[src/rtl/fetch_unit.sv]
// Instruction fetch unit: issues single-byte reads to instruction memory,
// buffers returned bytes with their addresses in a 2-entry FIFO for decode,
// and handles redirects by flushing buffered and in-flight fetches.
module fetch_unit (
    input  logic       clk,
    input  logic       reset,
    input  logic [7:0] pc_cur,
    output logic [7:0] pc_next,
    output logic       pc_en,
    output logic       mem_req,
    output logic [7:0] mem_addr,
    input  logic       mem_ack,
    input  logic [7:0] mem_rdata,
    output logic       instr_valid,
    output logic [7:0] instr_data,
    output logic [7:0] instr_pc,
    input  logic       instr_ready,
    input  logic       redirect,
    input  logic [7:0] redirect_pc,
    input  logic       halt
);

    typedef enum logic [1:0] {
        IDLE  = 2'd0,   // no request outstanding
        BUSY  = 2'd1,   // request outstanding, data will be kept
        FLUSH = 2'd2    // request outstanding, data will be discarded
    } state_t;

    state_t     state;
    state_t     state_nxt;

    logic [1:0] count;
    logic       rd_ptr;
    logic       wr_ptr;
    logic [7:0] fifo_pc   [2];
    logic [7:0] fifo_data [2];

    logic       pop;
    logic       push;
    logic       issue;
    logic [1:0] count_after_pop;

    // Decode handshake and the occupancy seen by the issue decision.
    assign instr_valid     = (count != 2'd0);
    assign instr_pc        = fifo_pc[rd_ptr];
    assign instr_data      = fifo_data[rd_ptr];
    assign pop             = instr_valid & instr_ready;
    assign count_after_pop = count - {1'b0, pop};

    // State register.
    always_ff @(posedge clk) begin
        // NOTE: clocked state uses non-blocking assignments so every flop
        // samples the pre-edge values regardless of block ordering.
        if (reset) begin
            state <= IDLE;
        end else begin
            state <= state_nxt;
        end
    end

    // Next-state logic: an issued request always runs to its ack; a redirect
    // while waiting only changes whether the returning byte is kept.
    always_comb begin
        // NOTE: a default assignment first keeps this block free of latches
        // on paths that do not mention state_nxt.
        state_nxt = state;
        case (state)
            IDLE:    if (issue)       state_nxt = BUSY;
            BUSY:    if (mem_ack)     state_nxt = IDLE;
                     else if (redirect) state_nxt = FLUSH;
            FLUSH:   if (mem_ack)     state_nxt = IDLE;
            default:                  state_nxt = IDLE;
        endcase
    end

    // Output decode: issue/push qualifiers and the PC update; redirect wins
    // over the sequential increment and suppresses any issue.
    always_comb begin
        issue   = (state == IDLE) & ~halt & ~redirect & ~reset
                  & (count_after_pop < 2'd2);
        push    = (state == BUSY) & mem_ack & ~redirect & ~reset;
        pc_en   = ~reset & (issue | redirect);
        pc_next = redirect ? redirect_pc : pc_cur + 8'd1;
    end

    // Memory request register: raised on issue, held with a stable address
    // until the ack arrives; acks seen in IDLE are ignored.
    always_ff @(posedge clk) begin
        if (reset) begin
            mem_req  <= 1'b0;
            mem_addr <= 8'h00;
        end else if (issue) begin
            mem_req  <= 1'b1;
            mem_addr <= pc_cur;
        end else if (mem_ack && (state != IDLE)) begin
            mem_req  <= 1'b0;
        end
    end

    // FIFO occupancy and pointers; a redirect empties the buffer outright.
    always_ff @(posedge clk) begin
        if (reset || redirect) begin
            count  <= 2'd0;
            rd_ptr <= 1'b0;
            wr_ptr <= 1'b0;
        end else begin
            if (push) wr_ptr <= ~wr_ptr;
            if (pop)  rd_ptr <= ~rd_ptr;
            count <= count + {1'b0, push} - {1'b0, pop};
        end
    end

    // FIFO storage: written at the tail on every kept ack.
    always_ff @(posedge clk) begin
        // NOTE: the storage array is not reset; count gates every read, so
        // stale contents are never visible to decode.
        if (push) begin
            fifo_pc[wr_ptr]   <= mem_addr;
            fifo_data[wr_ptr] <= mem_rdata;
        end
    end

endmodule
[config.mk]
export PLATFORM = sky130hd
export DESIGN_NAME = fetch_unit
export DESIGN_NICKNAME = d
export VERILOG_FILES = /design/src/rtl/fetch_unit.sv
export SDC_FILE = /design/constraint.sdc
export NUM_CORES = 1
export LEC_CHECK = 0
export ABC_CLOCK_PERIOD_IN_PS = 1810
export CORE_MARGIN = 2
export CORE_UTILIZATION = 41
export DETAILED_ROUTE_END_ITERATION = 10
export GPL_ROUTABILITY_DRIVEN = 0
export PLACE_DENSITY = 0.84
export SLEW_MARGIN = 20
export SYNTH_ARGS = -nofsm -noshare
export SYNTH_HDL_FRONTEND = slang
export SYNTH_SLANG_ARGS = --single-unit
[constraint.sdc]
create_clock -name clk -period 1.81 [get_ports clk]
set_input_delay 0.2715 -clock clk [delete_from_list [all_inputs] [get_ports clk]]
set_output_delay 0.2715 -clock clk [all_outputs]
set_load 0.1 [all_outputs]
==> flow_metrics.py <==
metrics = {
    "logic_synthesis": {
        "synth_top_cell_area_share_pct": 46.4,
        "syn_area_per_cell_um2": 13.5,
        "synth.largest_area_cell": "edfxtp_1",
        "synth.area.top_cells": "edfxtp_1 (46%), dfxtp_1 (15%), mux2_2 (10%)",
        "ys_ff_latch": 48,
        "ys_async_sr_fraction_pct": 0,
        "synth_edf_count": 32,
        "synthesis.area_um2": 2070,
        "postSynthCellCount": 153,
        "synth_cell_types": 31,
        "yosysWarnings": 0,
        "ys_seq_area_share_pct": 61.9,
        "synth_most_common_cell": "edfxtp_1",
        "ys.flop_type": "edfxtp_1",
        "syn-num-nets": 186,
        "ys_top_cells_by_count": "edfxtp_1 (32), mux2_2 (19), dfxtp_1 (16), nand2_1 (13), nor2b_1 (9)",
    },
    "run_status": {
        "run_status": "complete, but fails checks",
        "violations": "setup timing",
    },
    "clock_network": {
        "hold_buffers": 0,
        "htreeDepth": 2,
        "cts.sink_count": 48,
        "path_clk_slew_ns": 0.09,
        "cts_buffers": 5,
        "insertion_delay_ns": 0.30,
        "cts_tree": "yes",
        "cts-root-buf": "clkbuf_8",
        "cts_buffer_depth": 2,
    },
    "pwr": {
        "power.internal_w": 0.00173,
        "pwr-share-comb_pct": 24.0,
        "p_switching_w": 0.000697,
        "cellLeakagePower_nw": 1.42,
        "pwr-share-seq_pct": 49.3,
        "power.density_nw_per_um2": 663,
        "p_clk_share_pct": 26.7,
        "ir_worst_vdd_mv": 0.333,
        "netSwitchingFraction_pct": 28.7,
    },
    "placement": {
        "placement.io_buffers": 64,
        "dp_slack_ns": -0.425,
        "hpwl_um": 3540,
    },
    "timing": {
        "fin_crit_sh_pct": 112,
        "whs_ns": 0.360,
        "layout_setup_ws_ns": -0.217,
        "timing.fmax_mhz": 493,
        "report.final.slew_viol_count": 0,
        "rsz0062_at_grt": "true",
        "hold_viol_final": 0,
        "tns_ns": -0.217,
        "finalSetupViolCount": 1,
        "max-slew-margin-rel_pct": 79.2,
        "worst_pin_slew_ns": 0.311,
        "fin_crit_ns": 2.03,
        "fin_worst_skew_ns": 0.00740,
    },
    "grt": {
        "grt_busiest_layer": "met2",
        "grt_max_degree": 17,
        "met1_usage_pct": 20.7,
        "grt_remaining_overflow": 0,
        "antenna_found_initial": 0,
        "grt_use_met3_pct": 7.23,
        "grt_use_total_pct": 19.5,
        "grt_use_met2_pct": 36.5,
        "grt_pass1_wl_um": 8110,
        "grt_pass1_vias": 1693,
    },
    "worst_setup_path": {
        "crit_path_max_fanout": 2,
        "critPathKind": "register to output pin",
        "critical_path_required_ns": 1.54,
        "path_cells": "or4_1, a211o_1, a21oi_4, buf_12",
        "end_kind": "output pin",
        "slowest_stage": "or4_1",
        "start_kind": "register",
        "critPathMaxStageDelay_ns": 0.49,
        "crit_arrival_ns": 1.76,
    },
    "detailed_routing": {
        "wl_per_cell_um": 15.8,
        "post_drt_via_cell_ratio": 4.86,
        "first_pass_iters": 4,
        "drt_iter0_drc": 67,
        "drc": 0,
        "vias": 1575,
        "ant_nets": 0,
        "wl_um": 5130,
    },
    "floorplanning": {
        "die_area_um2": 5630,
        "die_h_um": 75.0,
        "io_pins": 65,
        "fp-row-count": 25,
        "initial_utilization_pct": 43.2,
        "die-width_um": 75.0,
        "core_area_um2": 4790,
    },
    "cells_and_area": {
        "area_growth_pct": 77.1,
        "n_antenna_cell": 0,
        "nets": 289,
        "drive_gt1_share_pct": 53.3,
    },
    "job": {
        "drv_cap": 0,
    },
    "min_path": {
        "hold_class": "input pin to register",
    },
}
## cell type report
type | instances | area, um2
clock buffer | 7 | 86.3
clock inverter | 1 | 7.51
fill | 287 | 1120
inverter | 4 | 15.0
multi-input combinational | 95 | 911
sequential | 48 | 1280
tap | 67 | 83.8
timing repair buffer | 102 | 1280
## cell usage in the layout (no fill, tap or decap), drive strengths merged, types with 2 or more instances in the layout
master         count
mux2              26
clkdlybuf4s50     19
buf               74
nor2               4
a21oi              2
clkbuf             9
clkdlybuf4s15      4
nand3              7
inv                4
o211ai             2
dlygate4sd2        3
edfxtp            32
nand2             13
o21ai              5
nor2b              9
xor2               3
xnor2              2
ha                 3
dfxtp             16
nand2b             2
nor3               3
or4                3
## routing by layer
| metal | vias to the layer above | part of all wire [%] |
|---|---|---|
| li1 | 767 | - |
| met1 | 753 | 37 |
| met2 | 50 | 55 |
| met3 | 5 | 6.6 |
| met4 | 0 | 0.78 |
| met5 | - | 0 |
## sequential cells by signal, summed over array words and instances, names as in the netlist, named ones only
| signal | flops |
|---|---|
| wr_ptr | 1 |
| fifo_pc | 16 |
| count | 2 |
| rd_ptr | 1 |
| mem_req | 1 |
| mem_addr | 8 |
| fifo_data | 16 |
| state | 2 |
## path summary, 6_finish.rpt
check	start	endpoint	slack, ns	depth (start not counted)
max reg2reg	state[0]	count[1]	0.02	10
min reg2reg	mem_req	mem_req	0.51	2
min	pc_cur[4]	mem_addr[4]	0.36	3
max	state[0]	pc_en	-0.22	4
## repair_timing
item | CTS | global route
resized for setup | 44 | 18
endpoints found under the setup margin | 16 | 39
cloned | 0 | 1
buffers inserted | 13 | 1
pin swaps | 11 | 9
## power by group through the flow
stage	sequential [W]	combinational, W	clock (W)
5_1_grt	0.00120	0.000606	0.000709
4_1_cts	0.00120	0.000578	0.000673
6_report	0.00120	0.000583	0.000649
3_5_place_dp	0.00122	0.000554	0
3_3_place_gp	0.00122	0.000545	0
2_1_floorplan	0.00130	0.000222	0
## cell families (layout without fill, tap and decap cells)
logic type,Yosys count,count (layout),share of synthesized area (%)
multiplexers,26,26,15.4
buffers and inverters,10,114,2.18
AO/OA/AOI/OAI,15,15,4.78
adder cells (fa/ha/maj),3,3,1.81
XOR/XNOR,5,5,2.12
AND/OR/NAND/NOR,46,46,11.8
flip-flops,48,48,61.9
## worst max-delay path, delay by kind of cell, from the launching register on
kind | cells | cell delay [ns]
flops | 1 | 0.34
compound gates | 2 | 0.44
simple gates | 1 | 0.49
buf+inv | 1 | 0.19
## stage by stage
step	cells	area, um2	power [W]	util (%)
detailed placement	304	3330	0.00178	69.7
finish	324	3670	0.00243	76.6
global placement	304	3330	0.00177	69.7
global route	324	3670	0.00252	76.6
CTS	325	3630	0.00245	75.9
floorplan	153	2110	0.00152	-
(Power assumes the default switching activity.)
